### config.mk
export PLATFORM = sky130hd
export DESIGN_NAME = reg_file_sb
export DESIGN_NICKNAME = d
export VERILOG_FILES = /design/src/rtl/reg_file_sb.sv
export SDC_FILE = /design/constraint.sdc
export NUM_CORES = 2
export LEC_CHECK = 0
export CELL_PAD_IN_SITES_DETAIL_PLACEMENT = 1
export CELL_PAD_IN_SITES_GLOBAL_PLACEMENT = 1
export CORE_AREA = 2 2 439 310
export CTS_BUF_LIST = sky130_fd_sc_hd__clkbuf_8 sky130_fd_sc_hd__clkbuf_16
export DETAILED_ROUTE_END_ITERATION = 10
export DIE_AREA = 0 0 441 312
export DONT_BUFFER_PORTS = 1
export PLACE_DENSITY_LB_ADDON = 0.15
export RECOVER_POWER = 50
export SYNTH_ARGS = -nofsm -noshare
export SYNTH_HDL_FRONTEND = slang
export SYNTH_SLANG_ARGS = --single-unit
### constraint.sdc
create_clock -name clk -period 5.1 [get_ports clk]
set_input_delay 1.02 -clock clk [delete_from_list [all_inputs] [get_ports clk]]
set_output_delay 1.02 -clock clk [all_outputs]
set_load 0.05 [all_outputs]
### src/rtl/reg_file_sb.sv
// reg_file_sb: parametrised register file with registered read ports and an in-flight producer scoreboard.
module reg_file_sb #(
  parameter int DATA_W   = 32,
  parameter int ADDR_W   = 5,
  parameter int NUM_RD   = 2,
  parameter bit ZERO_REG = 1'b1,
  parameter bit BYPASS   = 1'b1
) (
  input  logic                       clk,
  input  logic                       rst_n,
  input  logic                       writereg_i,
  input  logic [ADDR_W-1:0]          rd_i,
  input  logic [DATA_W-1:0]          writedata_i,
  input  logic [NUM_RD*ADDR_W-1:0]   rs_i,
  output logic [NUM_RD*DATA_W-1:0]   readdata_o,
  output logic [NUM_RD-1:0]          rs_busy_o,
  input  logic                       issue_valid_i,
  input  logic [ADDR_W-1:0]          issue_rd_i,
  output logic [ADDR_W:0]            busy_count_o
);
  localparam int DEPTH = 1 << ADDR_W;
  logic [DATA_W-1:0]        mem_q [DEPTH];
  logic [DEPTH-1:0]         busy_q, busy_d;
  logic [NUM_RD*DATA_W-1:0] readdata_q, readdata_d;
  logic [NUM_RD-1:0]        rs_busy_q, rs_busy_d;
  logic [ADDR_W:0]          busy_count_q, busy_count_d;
  logic                     wr_en, iss_en;
  assign wr_en  = writereg_i && !(ZERO_REG && rd_i == '0);
  assign iss_en = issue_valid_i && !(ZERO_REG && issue_rd_i == '0);
  // Issue is applied after the write clear so a colliding new producer keeps the register busy.
  always_comb begin
    busy_d = busy_q;
    if (wr_en) busy_d[rd_i] = 1'b0;
    if (iss_en) busy_d[issue_rd_i] = 1'b1;
    busy_count_d = '0;
    for (int i = 0; i < DEPTH; i++) busy_count_d = busy_count_d + (ADDR_W+1)'(busy_d[i]);
  end
  always_comb begin
    logic [ADDR_W-1:0] a;
    logic              z;
    a          = '0;
    z          = 1'b0;
    readdata_d = '0;
    rs_busy_d  = '0;
    for (int k = 0; k < NUM_RD; k++) begin
      a = rs_i[k*ADDR_W +: ADDR_W];
      z = ZERO_REG && a == '0;
      readdata_d[k*DATA_W +: DATA_W] = z ? '0 :
        (BYPASS && wr_en && rd_i == a) ? writedata_i : mem_q[a];
      rs_busy_d[k] = !z && busy_d[a];
    end
  end
  always_ff @(posedge clk or negedge rst_n) begin
    if (!rst_n) begin
      for (int i = 0; i < DEPTH; i++) mem_q[i] <= '0;
      busy_q       <= '0;
      readdata_q   <= '0;
      rs_busy_q    <= '0;
      busy_count_q <= '0;
    end else begin
      if (wr_en) mem_q[rd_i] <= writedata_i;
      busy_q       <= busy_d;
      readdata_q   <= readdata_d;
      rs_busy_q    <= rs_busy_d;
      busy_count_q <= busy_count_d;
    end
  end
  assign readdata_o   = readdata_q;
  assign rs_busy_o    = rs_busy_q;
  assign busy_count_o = busy_count_q;
endmodule

# Word level (Yosys, flattened, before mapping)
# Cells that the tools add are included.
# W data, S select, Z words.
op_classes:
  bitwise_logic: 6
  n_lt_le_gt_ge: 10
  muxes: 23
  addsub: 31
  reduce_logical: 17
  eq_ne: 2
ops:
  columns: ["cell", "count"]
  rows:
  - ["$bwmux W1024", 1]
  - ["$mux W32", 11]
  - ["$bmux W32 S5", 2]
  - ["$demux W32 S5", 1]
  - ["$add A6 B1 Y6", 26]
  - ["$and A32 B32 Y32", 1]
  - ["$not A32 Y32", 1]
  - ["$or A32 B32 Y32", 1]
  - ["$lt A5 B6 Y1 const B", 4]
  - ["$logic_not A5 Y1", 4]
  - ["$ge A6 B6 Y1 const B", 3]
  - ["$not A5 Y6", 3]
  - ["$bmux W1 S5", 2]
  - ["$demux W1 S5", 2]
  - ["$eq A5 B5 Y1", 2]
  - ["$ge A5 B1 Y1 const B", 2]
  - ["$logic_and A1 B1 Y1", 9]
  - ["$add A5 B1 Y6", 1]
  - ["$lt A6 B1 Y1 const B", 1]
  - ["$add A4 B1 Y5", 1]
  - ["$add A3 B1 Y4", 1]
  - ["$logic_not A1 Y1", 4]
  - ["$mux W1", 4]
  - ["$add A2 B1 Y3", 1]
  - ["$add A1 B1 Y2", 1]
totals:
  word_cells: 125
  regBits: 1128
  inputBits: 56
  output_inout_bits: 72

# Longest topological paths before layout
depth:
  word_depth: 40
  depth_mapped: 23
  ltp_nobuf: 21

# Worst setup path after synthesis
# Ideal clock, no wire load.
synth_path:
  path_type: "input -> register"
  from: "input port writereg_i"
  to: "register busy_count_q[4] (netlist: busy_count_o[4])"
  required_ns: 5.020
  path_buffers: 3
  slack_ns: -1.201
  t_arrival_ns: 6.222
  path_stages: 21
  cell_sequence: "buf_4 nor4bb_1 buf_2 nand2_2 buf_1 a21o_1 fa_1 inv_1 fa_1 inv_1 fa_1 inv_1 fa_1 fa_1 fa_1 inv_1 ha_1 fa_1 a21o_1 a21oi_1 xnor2_1"
synth_via:
  word_cells_on_any_way: 35
  cone_classes: "add/sub: 31; mux: 2; bitwise: 1; reduce/logical: 1"
synth_rtl:
  columns: ["item", "line", "text"]
  rows:
  - ["start, declared", "11", "input logic writereg_i,"]
  - ["$logic_and A1 B1 Y1 (*)", "28", "assign wr_en = writereg_i && !(ZERO_REG && rd_i == '0);"]
  - ["$mux W32 (*)", "33", "if (wr_en) busy_d[rd_i] = 1'b0;"]
  - ["$or A32 B32 Y32 (no source line)", null, null]
  - ["$mux W32 (*)", "34", "if (iss_en) busy_d[issue_rd_i] = 1'b1;"]
  - ["named net busy_d[17]", "23", "logic [DEPTH-1:0] busy_q, busy_d;"]
  - ["$add A6 B1 Y6 (*) (15 in a row)", "36", "for (int i = 0; i < DEPTH; i++) busy_count_d = busy_count_d + (ADDR_W+1)'(busy_d[i]);"]
  - ["named net busy_count_d[4]", "26", "logic [ADDR_W:0] busy_count_q, busy_count_d;"]
  - ["end signal, assigned", "65", "busy_count_q <= busy_count_d;"]
  - ["end, declared", "26", null]
# Mark *: on every way through the listed nets, which the timed path passes. The rest lies on a longest branch.
# A chain may end at the register's enable or synchronous reset.

# Worst setup path in the final report
layout_path:
  from: "input port rd_i[0]"
  to: "register busy_count_q[4] (netlist: busy_count_o[4])"
layout_via:
  word_cells_on_any_way: 44
  cone_classes: "add/sub: 31; order compare: 2; mux: 4; bitwise: 3; reduce/logical: 4"
layout_rtl:
  columns: ["item", "line", "text"]
  rows:
  - ["start, declared", "12", "input logic [ADDR_W-1:0] rd_i,"]
  - ["$lt A5 B6 Y1 (not written as such) / $ge A5 B1 Y1 (equally long branches)", "33", null]
  - ["$logic_and A1 B1 Y1 (not written as such)", "33", null]
  - ["$mux W1 (not written as such)", "33", null]
  - ["$demux W1 S5", "33", null]
  - ["$not A32 Y32 (no source line)", null, null]
  - ["$and A32 B32 Y32 (no source line)", null, null]
  - ["$mux W32 (*)", "33", null]
  - ["$or A32 B32 Y32 (no source line)", null, null]
  - ["$mux W32 (*)", "34", null]
  - ["named net busy_d[21]", "23", null]
  - ["$add A6 B1 Y6 (*) (11 in a row)", "36", null]
  - ["named net busy_count_d[4]", "26", null]
# Marked as above.

==> flow_results.xml <==
<?xml version="1.0" encoding="UTF-8"?>
<metrics>
  <group name="cts">
    <metric name="clk_pin_slew_worst_paths" unit="ns">0.07</metric>
    <metric name="worst_skew_pair.late_latency" unit="ns">0.75</metric>
    <metric name="clockRootBuffer" unit="">sky130_fd_sc_hd__clkbuf_16</metric>
    <metric name="cts-htree-levels" unit="">3</metric>
    <metric name="cts-root-to-sink-buffers" unit="">3</metric>
    <metric name="clock_sink_count" unit="">1128</metric>
    <metric name="cts-buffers-inserted" unit="">116</metric>
    <metric name="cts_tree" unit="">built</metric>
  </group>
  <group name="sta">
    <metric name="final_worst_path_period_share" unit="%">104</metric>
    <metric name="final_critical_path_setup_slack" unit="ns">-0.189</metric>
    <metric name="timing.final.hold_violations" unit="">0</metric>
    <metric name="final-max-slew-violation-count" unit="">175</metric>
    <metric name="grt_setup_unrepaired" unit="">yes</metric>
    <metric name="fmax" unit="MHz">189</metric>
    <metric name="fin_skew" unit="ns">0.0278</metric>
    <metric name="worst_slew_pin_slew" unit="ns">4.23</metric>
    <metric name="final_period_demand_of_the_worst_path" unit="ns">5.29</metric>
    <metric name="timing.final.setup_violations" unit="">3</metric>
    <metric name="max-slew-margin-rel" unit="%">-182</metric>
  </group>
  <group name="synth">
    <metric name="synth_top_cell_area_share" unit="%">47.3</metric>
    <metric name="ys_seq_area_share" unit="%">47.3</metric>
    <metric name="synth_area_per_cell" unit="sq um">14.9</metric>
    <metric name="yosys-top-cells-count" unit="">sky130_fd_sc_hd__dfrtp_1, sky130_fd_sc_hd__mux2_2, sky130_fd_sc_hd__mux4_2</metric>
    <metric name="post_synth_instance_area" unit="sq um">59700</metric>
    <metric name="synth-edff-count" unit="">0</metric>
    <metric name="async_flop_share" unit="%">100</metric>
    <metric name="netlist-cell-type-count" unit="">75</metric>
    <metric name="synth_largest_area_cell" unit="">sky130_fd_sc_hd__dfrtp_1</metric>
    <metric name="postSynthRegisterBits" unit="">1128</metric>
    <metric name="yosys-top-cells-area" unit="">sky130_fd_sc_hd__dfrtp_1, sky130_fd_sc_hd__mux4_2, sky130_fd_sc_hd__mux2_2, sky130_fd_sc_hd__nand2_1, sky130_fd_sc_hd__mux2i_1</metric>
    <metric name="synth_cells" unit="">4001</metric>
    <metric name="synth-main-ff-cell" unit="">sky130_fd_sc_hd__dfrtp_1</metric>
    <metric name="post-synth-top-count-cell" unit="">sky130_fd_sc_hd__dfrtp_1</metric>
    <metric name="yosysWarnings" unit="">0</metric>
    <metric name="mappedNetlistNets" unit="">4088</metric>
  </group>
  <group name="placement">
    <metric name="placement.io_buffers" unit="">0</metric>
    <metric name="gp_congestion" unit="">0.860</metric>
    <metric name="dp.final_hpwl" unit="mm">97.0</metric>
    <metric name="placedInstanceArea" unit="sq um">61400</metric>
  </group>
  <group name="detailed_routing">
    <metric name="vias_after_detailed_routing" unit="">36400</metric>
    <metric name="final_antenna_net_count" unit="">0</metric>
    <metric name="routed_wirelength" unit="mm">192</metric>
    <metric name="detail_route.drc_violations" unit="">0</metric>
    <metric name="drt_first_iter_violations" unit="">3203</metric>
    <metric name="viasPerCell" unit="">6.42</metric>
    <metric name="detail_route.first_pass.iterations" unit="">5</metric>
    <metric name="avgRoutedWirePerCell" unit="um">33.8</metric>
  </group>
  <group name="critical_path">
    <metric name="critical_path_required" unit="ns">5.76</metric>
    <metric name="critical_path.endpoint_type" unit="">flop</metric>
    <metric name="startpoint_type" unit="">primary input</metric>
    <metric name="critical_path_arrival" unit="ns">5.95</metric>
    <metric name="crit_path_kind" unit="">primary input to flop</metric>
    <metric name="crit_fanout" unit="">12</metric>
  </group>
  <group name="power_and_ir_drop">
    <metric name="irDropWorstVdd" unit="mV">0.953</metric>
    <metric name="power.density_cell_area" unit="nW/um^2">453</metric>
    <metric name="leakagePower" unit="nW">28.3</metric>
    <metric name="report.power.total" unit="mW">29.6</metric>
  </group>
  <group name="hold_path">
    <metric name="holdCritPathClass" unit="">primary input to asynchronous set/reset pin</metric>
  </group>
  <group name="finish">
    <metric name="drive_above_1_share" unit="%">48.3</metric>
    <metric name="design.final.nets" unit="">3905</metric>
    <metric name="final_cell_area" unit="sq um">65300</metric>
    <metric name="footprint_of_the_multi_input_gates" unit="sq um">29600</metric>
    <metric name="area_delta_synth_final" unit="%">9.32</metric>
    <metric name="layout_fillers" unit="">12600</metric>
    <metric name="storage_cell_area" unit="sq um">28200</metric>
  </group>
  <group name="grt">
    <metric name="grt_pass1_wl" unit="mm">285</metric>
    <metric name="grt_antenna_before_repair" unit="">4</metric>
    <metric name="globalRouteOverflowTotal" unit="">0</metric>
    <metric name="grt_start_max_net_pins" unit="">269</metric>
    <metric name="first_global_vias" unit="">39100</metric>
    <metric name="grt_use_total" unit="%">28.4</metric>
  </group>
  <group name="floorplan">
    <metric name="die_w" unit="um">441</metric>
    <metric name="chipHeight" unit="um">312</metric>
    <metric name="core_footprint" unit="sq um">133000</metric>
    <metric name="pin_count" unit="">128</metric>
    <metric name="floorplan.initialDensity" unit="%">44.9</metric>
    <metric name="core.rowCount" unit="">112</metric>
    <metric name="design.die.area" unit="sq um">138000</metric>
  </group>
  <group name="status">
    <metric name="violations_in_the_final_reports" unit="">capacitance limit, slew limit, setup timing</metric>
    <metric name="status" unit="">finished with violations</metric>
  </group>
  <group name="flow_run">
    <metric name="max_cap_violations" unit="">6</metric>
  </group>
</metrics>
==> where the power goes <==
group          total [mW]  switching, mW  internal [mW]
Sequential           12.6           1.81           10.8
Combinational        8.29           3.33           4.96
Clock                8.69           3.78           4.91
==> flip-flops by register name (all words and copies together), names as in the netlist <==
signal and count:
rs_busy_o 2, readdata_o 64, busy_count_o 6, mem_q 1024, busy_q 32
==> worst max-delay path: stages <==
cell	delay, ns
sky130_fd_sc_hd__nor4bb_4	0.32
sky130_fd_sc_hd__nand2_2	0.14
sky130_fd_sc_hd__a21oi_2	0.17
sky130_fd_sc_hd__inv_1	0.10
sky130_fd_sc_hd__fa_1	0.54
sky130_fd_sc_hd__inv_1	0.06
sky130_fd_sc_hd__fa_1	0.47
sky130_fd_sc_hd__inv_1	0.05
sky130_fd_sc_hd__fa_1	0.54
sky130_fd_sc_hd__inv_2	0.05
sky130_fd_sc_hd__fa_2	0.55
sky130_fd_sc_hd__fa_2	0.44
sky130_fd_sc_hd__fa_1	0.50
sky130_fd_sc_hd__inv_2	0.05
sky130_fd_sc_hd__ha_4	0.16
sky130_fd_sc_hd__fa_2	0.34
sky130_fd_sc_hd__a21o_1	0.18
sky130_fd_sc_hd__a21oi_2	0.13
sky130_fd_sc_hd__xnor2_1	0.12
==> placed cells by master (no fill, tap or decap), types with 8 or more instances in the layout <==
master	n
sky130_fd_sc_hd__a211oi_1	91
sky130_fd_sc_hd__a21oi_1	17
sky130_fd_sc_hd__and2_1	21
sky130_fd_sc_hd__and3_1	11
sky130_fd_sc_hd__buf_4	116
sky130_fd_sc_hd__bufinv_16	8
sky130_fd_sc_hd__clkbuf_1	12
sky130_fd_sc_hd__clkbuf_16	118
sky130_fd_sc_hd__clkbuf_8	23
sky130_fd_sc_hd__clkinv_2	21
sky130_fd_sc_hd__dfrtp_1	1128
sky130_fd_sc_hd__fa_1	19
sky130_fd_sc_hd__inv_1	69
sky130_fd_sc_hd__inv_2	11
sky130_fd_sc_hd__mux2_2	908
sky130_fd_sc_hd__mux2i_1	102
sky130_fd_sc_hd__mux4_2	606
sky130_fd_sc_hd__nand2_1	314
sky130_fd_sc_hd__nand2_4	10
sky130_fd_sc_hd__nand3_1	11
sky130_fd_sc_hd__nor2_1	82
sky130_fd_sc_hd__nor2_4	14
sky130_fd_sc_hd__nor2b_1	10
sky130_fd_sc_hd__nor3_1	18
sky130_fd_sc_hd__o21ai_0	12
==> layer usage <==
metal,global-route usage (%),up-vias,share of wire [%]
li1,-,14800,-
met1,40.8,20400,44
met2,44.5,1052,47
met3,5.75,272,6.0
met4,7.02,0,2.7
met5,0,-,0
==> path summary, 6_finish.rpt <==
check                                     start               to  slack, ns  depth (start not counted)
worst max-delay path                    rd_i[0]  busy_count_o[4]      -0.19                         19
worst min-delay path                      rst_n     rs_busy_o[0]       0.22                          1
worst max register to register       busy_q[23]  busy_count_o[4]       0.17                         17
worst min register to register      mem_q[1001]      mem_q[1001]       0.39                          0
max in group asynchronous                 rst_n       mem_q[646]       1.46                          5
min in group clk                writedata_i[22]       mem_q[310]       0.38                          2
==> kinds of logic (layout without fill, tap and decap cells) <==
| kind of cell | count (synthesis) | after routing | synth area share, % |
|---|---|---|---|
| muxes | 1617 | 1617 | 41.7 |
| DFF | 1128 | 1128 | 47.3 |
| and+or+nand+nor | 538 | 538 | 3.98 |
| buffers and inverters | 491 | 400 | 3.61 |
| AOI/OAI and AO/OA | 183 | 183 | 2.26 |
| adders and majority gates | 31 | 31 | 0.952 |
| xor gates and xnor gates | 13 | 13 | 0.191 |
| other | 0 | 1 | 0 |
==> stage by stage <==
stage	TNS, ns	worst slack, ns	util (%)	cells	hold WS, ns
6_report	-0.342	-0.189	49.1	5678	0.215
5_1_grt	-0.642	-0.268	49.1	5678	0.236
4_1_cts	-0.113	-0.0897	49.1	5670	0.0391
3_5_place_dp	-4.96	-1.06	46.1	5457	0.383
3_3_place_gp	-4.41	-0.965	46.1	5457	0.378
2_1_floorplan	-3.50	-0.809	-	4001	0.441
==> cell type report <==
class | count | area share (%)
Antenna cell | 1 | 0.00383
Timing Repair Buffer | 140 | 1.81
Tap cell | 1767 | 3.39
Clock buffer | 141 | 5.01
Inverter | 50 | 0.303
Clock inverter | 69 | 0.851
Sequential cell | 1128 | 43.3
Multi-Input combinational cell | 2382 | 45.4
==> repair_timing <==
item	CTS	global route
setup endpoints to repair	4	5
buffers inserted	2	5
hold buffers	1	0
hold endpoints to repair	24	0
resized for setup	2	14
pin swaps	6	4
Power figures use the tool's default switching activity.
